**config.mk**
```make
export PLATFORM = sky130hd
export DESIGN_NAME = counter_sched
export DESIGN_NICKNAME = d
export VERILOG_FILES = /design/src/rtl/counter_sched_pkg.sv /design/src/rtl/counter_sched_core.sv /design/src/rtl/counter_sched.sv
export SDC_FILE = /design/constraint.sdc
export NUM_CORES = 1
export LEC_CHECK = 0
export CORE_UTILIZATION = 46
export CTS_CLUSTER_DIAMETER = 40
export DETAILED_ROUTE_END_ITERATION = 6
export GPL_TIMING_DRIVEN = 0
export MAX_ROUTING_LAYER = met4
export PLACE_DENSITY = 0.75
export SKIP_LAST_GASP = 1
export SLEW_MARGIN = 20
export SYNTH_ARGS = -nofsm -noshare
export SYNTH_HDL_FRONTEND = slang
export SYNTH_HIERARCHICAL = 1
export SYNTH_SLANG_ARGS = --single-unit
```
**constraint.sdc**
```tcl
create_clock -name clk -period 1.75 [get_ports clk]
set_input_delay 0.35 -clock clk [delete_from_list [all_inputs] [get_ports clk]]
set_output_delay 0.35 -clock clk [all_outputs]
set_load 0.05 [all_outputs]
```
**src/rtl/counter_sched_pkg.sv**
```systemverilog
// Shared definitions for the two-requester counter scheduler.
package counter_sched_pkg;

  localparam int WIDTH_DEF = 4;

  typedef enum logic [1:0] {
    IDLE = 2'd0,
    LOAD = 2'd1,
    RUN  = 2'd2,
    DONE = 2'd3
  } state_t;

endpackage

```
**src/rtl/counter_sched_core.sv**
```systemverilog
// Loadable, enabled up-counter owned by the scheduler FSM; wraps modulo 2^WIDTH.
module counter_core #(
  parameter int WIDTH = 4
) (
  input  logic             clk,
  input  logic             reset,
  input  logic             load,
  input  logic             en,
  input  logic [WIDTH-1:0] d,
  output logic [WIDTH-1:0] q
);

  always_ff @(posedge clk) begin
    if (!reset) begin
      q <= '0;
    end else if (load) begin
      q <= d;
    end else if (en) begin
      q <= q + WIDTH'(1);
    end
  end

endmodule

```
**src/rtl/counter_sched.sv**
```systemverilog
// Round-robin arbiter plus sequencing FSM that lends one shared counter to
// one of two requesters at a time and pulses done when its run hits the limit.
//
// state | meaning
// IDLE  | no owner; arbitrate pending requests
// LOAD  | owner granted; counter loads the latched start value
// RUN   | counting toward the latched limit while e is high
// DONE  | limit reached; one-cycle done pulse to the owner
module counter_sched
  import counter_sched_pkg::*;
#(
  parameter int WIDTH = WIDTH_DEF
) (
  input  logic             clk,
  input  logic             reset,
  input  logic             e,
  input  logic             req0,
  input  logic             req1,
  input  logic [WIDTH-1:0] load0,
  input  logic [WIDTH-1:0] load1,
  input  logic [WIDTH-1:0] limit0,
  input  logic [WIDTH-1:0] limit1,
  output logic             gnt0,
  output logic             gnt1,
  output logic             done0,
  output logic             done1,
  output logic             busy,
  output logic [WIDTH-1:0] q
);

  state_t           state;
  logic             sel;
  logic             last;
  logic [WIDTH-1:0] lat_load;
  logic [WIDTH-1:0] lat_limit;

  logic             owner_req;
  logic             winner;
  logic [WIDTH-1:0] q_next;
  logic             core_load;
  logic             core_en;

  assign owner_req = sel ? req1 : req0;
  // On contention the requester not served last wins.
  assign winner    = (req0 && req1) ? ~last : req1;
  assign q_next    = q + WIDTH'(1);

  // The counter only moves while the owner still holds its request, so an
  // abort in LOAD or RUN leaves q untouched.
  assign core_load = (state == LOAD) && owner_req;
  assign core_en   = (state == RUN) && e && owner_req;

  always_ff @(posedge clk) begin
    if (!reset) begin
      state     <= IDLE;
      sel       <= 1'b0;
      last      <= 1'b1;
      lat_load  <= '0;
      lat_limit <= '0;
    end else begin
      case (state)
        IDLE: begin
          if (req0 || req1) begin
            sel       <= winner;
            lat_load  <= winner ? load1 : load0;
            lat_limit <= winner ? limit1 : limit0;
            state     <= LOAD;
          end
        end
        LOAD: begin
          if (!owner_req) begin
            last  <= sel;
            state <= IDLE;
          end else begin
            state <= (lat_load == lat_limit) ? DONE : RUN;
          end
        end
        RUN: begin
          if (!owner_req) begin
            last  <= sel;
            state <= IDLE;
          end else if (e && (q_next == lat_limit)) begin
            state <= DONE;
          end
        end
        DONE: begin
          last  <= sel;
          state <= IDLE;
        end
        default: state <= IDLE;
      endcase
    end
  end

  counter_core #(.WIDTH(WIDTH)) u_core (
    .clk   (clk),
    .reset (reset),
    .load  (core_load),
    .en    (core_en),
    .d     (lat_load),
    .q     (q)
  );

  assign busy  = (state != IDLE);
  assign gnt0  = busy && !sel;
  assign gnt1  = busy && sel;
  assign done0 = (state == DONE) && !sel;
  assign done1 = (state == DONE) && sel;

endmodule

```
# ---- Word level (Yosys, flattened, before mapping)
# Index checks and enable logic that the tools add are counted.
dict set report op_classes {
  order_cmp 0
  bitwise_logic 1
  n_shift 0
  addsub 1
  n_div 0
  eq_ne 8
  n_mux 14
  reduce_logical 19
  multipliers 0
}
# operator n
set op_table {}
lappend op_table {{$mux W4} 4}
lappend op_table {{$logic_and A1 B1 Y1} 9}
lappend op_table {{$eq A4 B4 Y1} 2}
lappend op_table {{$mux W2} 4}
lappend op_table {{$pmux W2 S4} 1}
lappend op_table {{$reduce_and A2 Y1} 3}
lappend op_table {{$reduce_bool A2 Y1} 3}
lappend op_table {{$add A4 B1 Y4 const B} 1}
lappend op_table {{$eq A2 B2 Y1 const B} 2}
lappend op_table {{$mux W1} 4}
lappend op_table {{$ne A2 B2 Y1 const B} 2}
lappend op_table {{$ne A3 B2 Y1 const B} 1}
lappend op_table {{$eq A2 B1 Y1 const B} 1}
lappend op_table {{$logic_not A2 Y1} 1}
lappend op_table {{$pmux W1 S2} 1}
lappend op_table {{$reduce_or A2 Y1} 1}
lappend op_table {{$logic_not A1 Y1} 1}
lappend op_table {{$logic_or A1 B1 Y1} 1}
lappend op_table {{$not A1 Y1} 1}
dict set report word_totals {
  wordCells 49
  n_memories 0
  ram_bits 0
  regBits 16
  inputBits 21
  rom_bits 0
  out_inout_bits 9
  latch_bits 0
}

# ---- Logic depth before layout (Yosys ltp)
dict set report depth {
  depth_word 6
  depth_mapped 7
  depth_no_buf 7
}

# ---- Modules after synthesis
# Netlist, hierarchy kept.
# module seq_area_each_um2 area_per_inst_um2 cells_each n_inst
set modules_own_cells {}
lappend modules_own_cells {counter_sched 240.2 802.0 88 1}
lappend modules_own_cells {counter_core 80.1 192.7 22 1}

# ---- Worst setup path before layout
# Ideal clock, no wire load.
dict set report synth_timing {
  path_kind {register to register}
  from {reg u_core.q[0]}
  to {reg state[1]}
  stages_incl_launch_ff 7
  t_arrival_ns 1.831
  t_required_ns 1.633
  synth_period_minus_slack_ns 1.948
  setup_slack_ns -0.198
  setup_time_ns 0.117
  n_path_buf 0
  path_cell_list {dfxtp_1 -> ha_1 -> xor2_1 -> xnor2_2 -> nand4_1 -> a22o_1 -> a32o_1}
}
dict set report synth_between {
  elab_chain_cells 5
}
# element line
set synth_rtl {}
lappend synth_rtl {{start: declaration} counter_sched_core.sv:10} ;# output logic [WIDTH-1:0] q
lappend synth_rtl {{start signal: assignment} counter_sched_core.sv:19} ;# q <= q + WIDTH'(1);
lappend synth_rtl {{$add A4 B1 Y4} counter_sched.sv:46} ;# assign q_next = q + WIDTH'(1);
lappend synth_rtl {{$eq A4 B4 Y1} counter_sched.sv:82} ;# end else if (e && (q_next == lat_limit)) begin
lappend synth_rtl {{$logic_and A1 B1 Y1} counter_sched.sv:82}
lappend synth_rtl {{$ne A3 B2 Y1 (no line)} n/a}
lappend synth_rtl {{$reduce_and A2 Y1 (no line)} n/a}
lappend synth_rtl {{end signal: assignment} counter_sched.sv:75} ;# state <= (lat_load == lat_limit) ? DONE : RUN;
lappend synth_rtl {{end: declaration} counter_sched.sv:31} ;# state_t state;
# No other way between the ends.
# A chain may end at the register's enable or synchronous reset.

# ---- Worst setup path after layout
dict set report layout_timing {
  from {reg state[1]}
  to {out busy}
}
dict set report layout_between {
  elab_chain_cells 1
}
# element line
set layout_rtl {}
lappend layout_rtl {{$reduce_bool A2 Y1} counter_sched.sv:104} ;# assign busy = (state != IDLE);
lappend layout_rtl {{end: declaration} counter_sched.sv:27} ;# output logic busy,
# No other way between the ends.

==> impl_metrics.csv <==
group,metric,value,unit
synth,synth_mux_area_frac,0.1107,
global_route,grt.busiest_layer,"met2",
placement,port_buffers,29,
sta,timing.fmax,0.5863,GHz
job,cap_viol_max_count,0,
run_status,status,"finished, final reports clean",
clock_tree,cts_max_level,1,
clock_tree,cts_hold_repair.buffers,0,
finish,seqCellArea,324.1,sq um
critical_path,start_kind,"register",
finish,final_cell_area,1360,sq um
synth,synth_fa_ha_area_frac,0.07547,
routing,drc,0,
routing,drtIter0Drc,18,
clock_tree,cts_root_buf,"clkbuf_4",
synth,synth_top_area_frac,0.3220,
synth,synthMostInstantiatedCell,"dfxtp_1",
critical_path,cp_cell_sequence,"inv_1 -> ha_2 -> inv_1 -> buf_4",
synth,async_flop_share,0,
synth,mappedNetlistArea,994.7,sq um
worst_hold_path,hold_path.class,"in2reg",
sta,setup_viol,0,
synth,ys_types,27,
synth,synth_compound_area_frac,0.1736,
critical_path,critPathSlowestCell,"dfxtp_1",
sta,tightest_slew,0.4876,ns
pwr,power.leakage,0.6595,nW
critical_path,cpMostUsedCell,"inv_1",
sta,finalHoldViolCount,0,
synth,yosys.area.top_type,"dfxtp_1",
critical_path,cpPeakStageDelay,0.38,ns
clock_tree,clock_latency,0.28,ns
synth,synth_edf_count,0,
synth,synthesis.nets,137,
sta,layout_setup_ws,0.04447,ns
finish,multiInputGateArea,651.9,sq um
synth,synth_flop_cell,"dfxtp_1",
synth,ys_ff_latch,16,
routing,wl_per_cell,12.24,microns
floorplanning,start_util,0.4969,
synth,yosys-top-cells-area,"dfxtp_1 32%, mux2i_1 11%, o211a_1 8.1%, ha_1 7.5%, xnor2_1 7.0%",
global_route,grtUsageMet3,0.03459,
global_route,grt_first_pass_wirelength,3546,microns
clock_tree,path_clk_slew,0.09,ns
pwr,powerDensity,762.2,nW/um^2
placement,hpwl,1598,microns
sta,period_needed,1.706,ns
pwr,irDropWorstVdd,0.5132,mV
global_route,use_met2,0.3498,
placement,dpl_cell_area,1321,sq um
floorplanning,die_h,48.50,microns
global_route,gr-usage-met1,0.2216,
routing,route.vias.total,901,
critical_path,cp_max_fo,6,
global_route,overflow,0,
synth,synth_xor_area_frac,0.1220,
synth,yosysWarnings,6,
finish,antenna-diode-count,0,
routing,ant_nets,0,
clock_tree,clockBufferDepth,2,
sta,skew,0.003801,ns
global_route,grt_max_degree,11,
clock_tree,cts_tree,"built",
critical_path,crit_type,"reg2out",
synth,ys_seq_area_frac,0.3220,
sta,period_share,0.9746,
critical_path,end_kind,"output pin",
finish,syn_to_final_growth,36.73,%
finish,final_nets,172,
global_route,grtUsageTotal,0.1962,
finish,layout-drive-gt1-share,0.1389,
floorplanning,die_area,2352,sq um
global_route,antenna_found_initial,0,
routing,dr.pass1.iters,6,
floorplanning,fp.dieW,48.50,microns
critical_path,crit_arrival,1.36,ns
routing,viasPerCell,5.269,
synth,synth_simple_gate_area_frac,0.1635,
floorplanning,core-area,2002,sq um
sta,rsz0062_at_grt,"true",
synth,synth_common_cells,"16 x dfxtp_1, 12 x nand2_1, 11 x mux2i_1",
synth,synth_top_family_by_area,"compound AO/OA/AOI/OAI gates",
synth,avgSynthCellArea,9.043,sq um
placement,gp_congestion,0.8354,
global_route,grt_pass1_vias,846,
placement,place_ws,-0.3444,ns
clock_tree,cts_buffers,3,
critical_path,critPathRequiredTime,1.40,ns
clock_tree,clkSinkCount,16,
routing,wl,2093,microns
sta,slew_headroom,0.6762,
synth,netlist_instances,110,
floorplanning,num_rows,16,
finish,nFillCells,177,
sta,drv_slew,0,
floorplanning,io_pins,30,
## layout by cell type (no fill, tap or decap), drive strengths merged, types with 3 or more instances in the layout
| master | n |
|---|---|
| a21oi | 4 |
| and2 | 5 |
| buf | 8 |
| clkbuf | 5 |
| clkdlybuf4s50 | 18 |
| dfxtp | 16 |
| dlygate4sd2 | 4 |
| ha | 6 |
| inv | 5 |
| mux2i | 11 |
| nand2 | 12 |
| nand3 | 3 |
| nand4 | 3 |
| nor2 | 6 |
| o211a | 8 |
| o21ai | 5 |
| xnor2 | 9 |
| xor2 | 4 |
## where the power goes
part,switching (mW),internal (mW),leakage [nW],total [mW]
Clock,0.112,0.126,0.0210,0.238
Sequential,0.0465,0.406,0.133,0.453
Combinational,0.180,0.166,0.505,0.346
Total,0.338,0.698,0.659,1.04
## per-layer routing
metal,vias to the layer above,routed length [microns]
li1,450,-
met1,426,888
met2,25,1130
met3,0,74
met4,0,0
met5,-,0
## area by class of cell
type                    count  share of cell area
inverters                   5             0.01380
plain buffers               3             0.01012
clock buffers               4             0.02668
multi-input cells          86              0.4793
flip-flops and latches     16              0.2383
repair buffers             30              0.2070
well taps                  27             0.02484
## cells by family after synthesis
logic type / count (synthesis)
AND/OR/NAND/NOR: 33
AO/OA/AOI/OAI: 23
flip-flops: 16
XOR/XNOR: 13
multiplexers: 11
buffers and inverters: 8
adder cells (fa/ha/maj): 6
## final timing paths
path            start     endpoint  slack, ns  cells past startpoint
max          state[1]         busy       0.04                      4
min              req0         last       0.42                      3
max reg2reg       sel  u_core/q[1]       0.13                      6
min reg2reg      last         last       0.51                      2
## metrics by stage
stage	cells	util	hold WS, ns	total power, mW	setup TNS, ns
after floorplan	110	-	0.4716	0.6910	0
after global placement	166	0.6600	0.4897	0.8024	-2.294
after detailed placement	166	0.6600	0.5028	0.8102	-2.984
after CTS	170	0.6725	0.5200	1.045	-0.1574
after global routing	171	0.6794	0.4237	1.099	-0.05877
final	171	0.6794	0.4169	1.037	0
## critical path, delay by kind of cell (launching register included)
family | cells | cell delay, ns
adders and majority gates | 1 | 0.21
DFF | 1 | 0.38
buffers and inverters | 3 | 0.48
## registers in the layout, indices dropped and copies added (netlist names)
register	flops
last	1
lat_limit	4
lat_load	4
sel	1
state	2
u_core/q	4
## what timing repair did
action                                  CTS  global route
gates resized for setup                  25            16
endpoints found under the setup margin   10            11
buffers inserted                          0             1
Note: power is estimated with default switching activity, not from simulation.
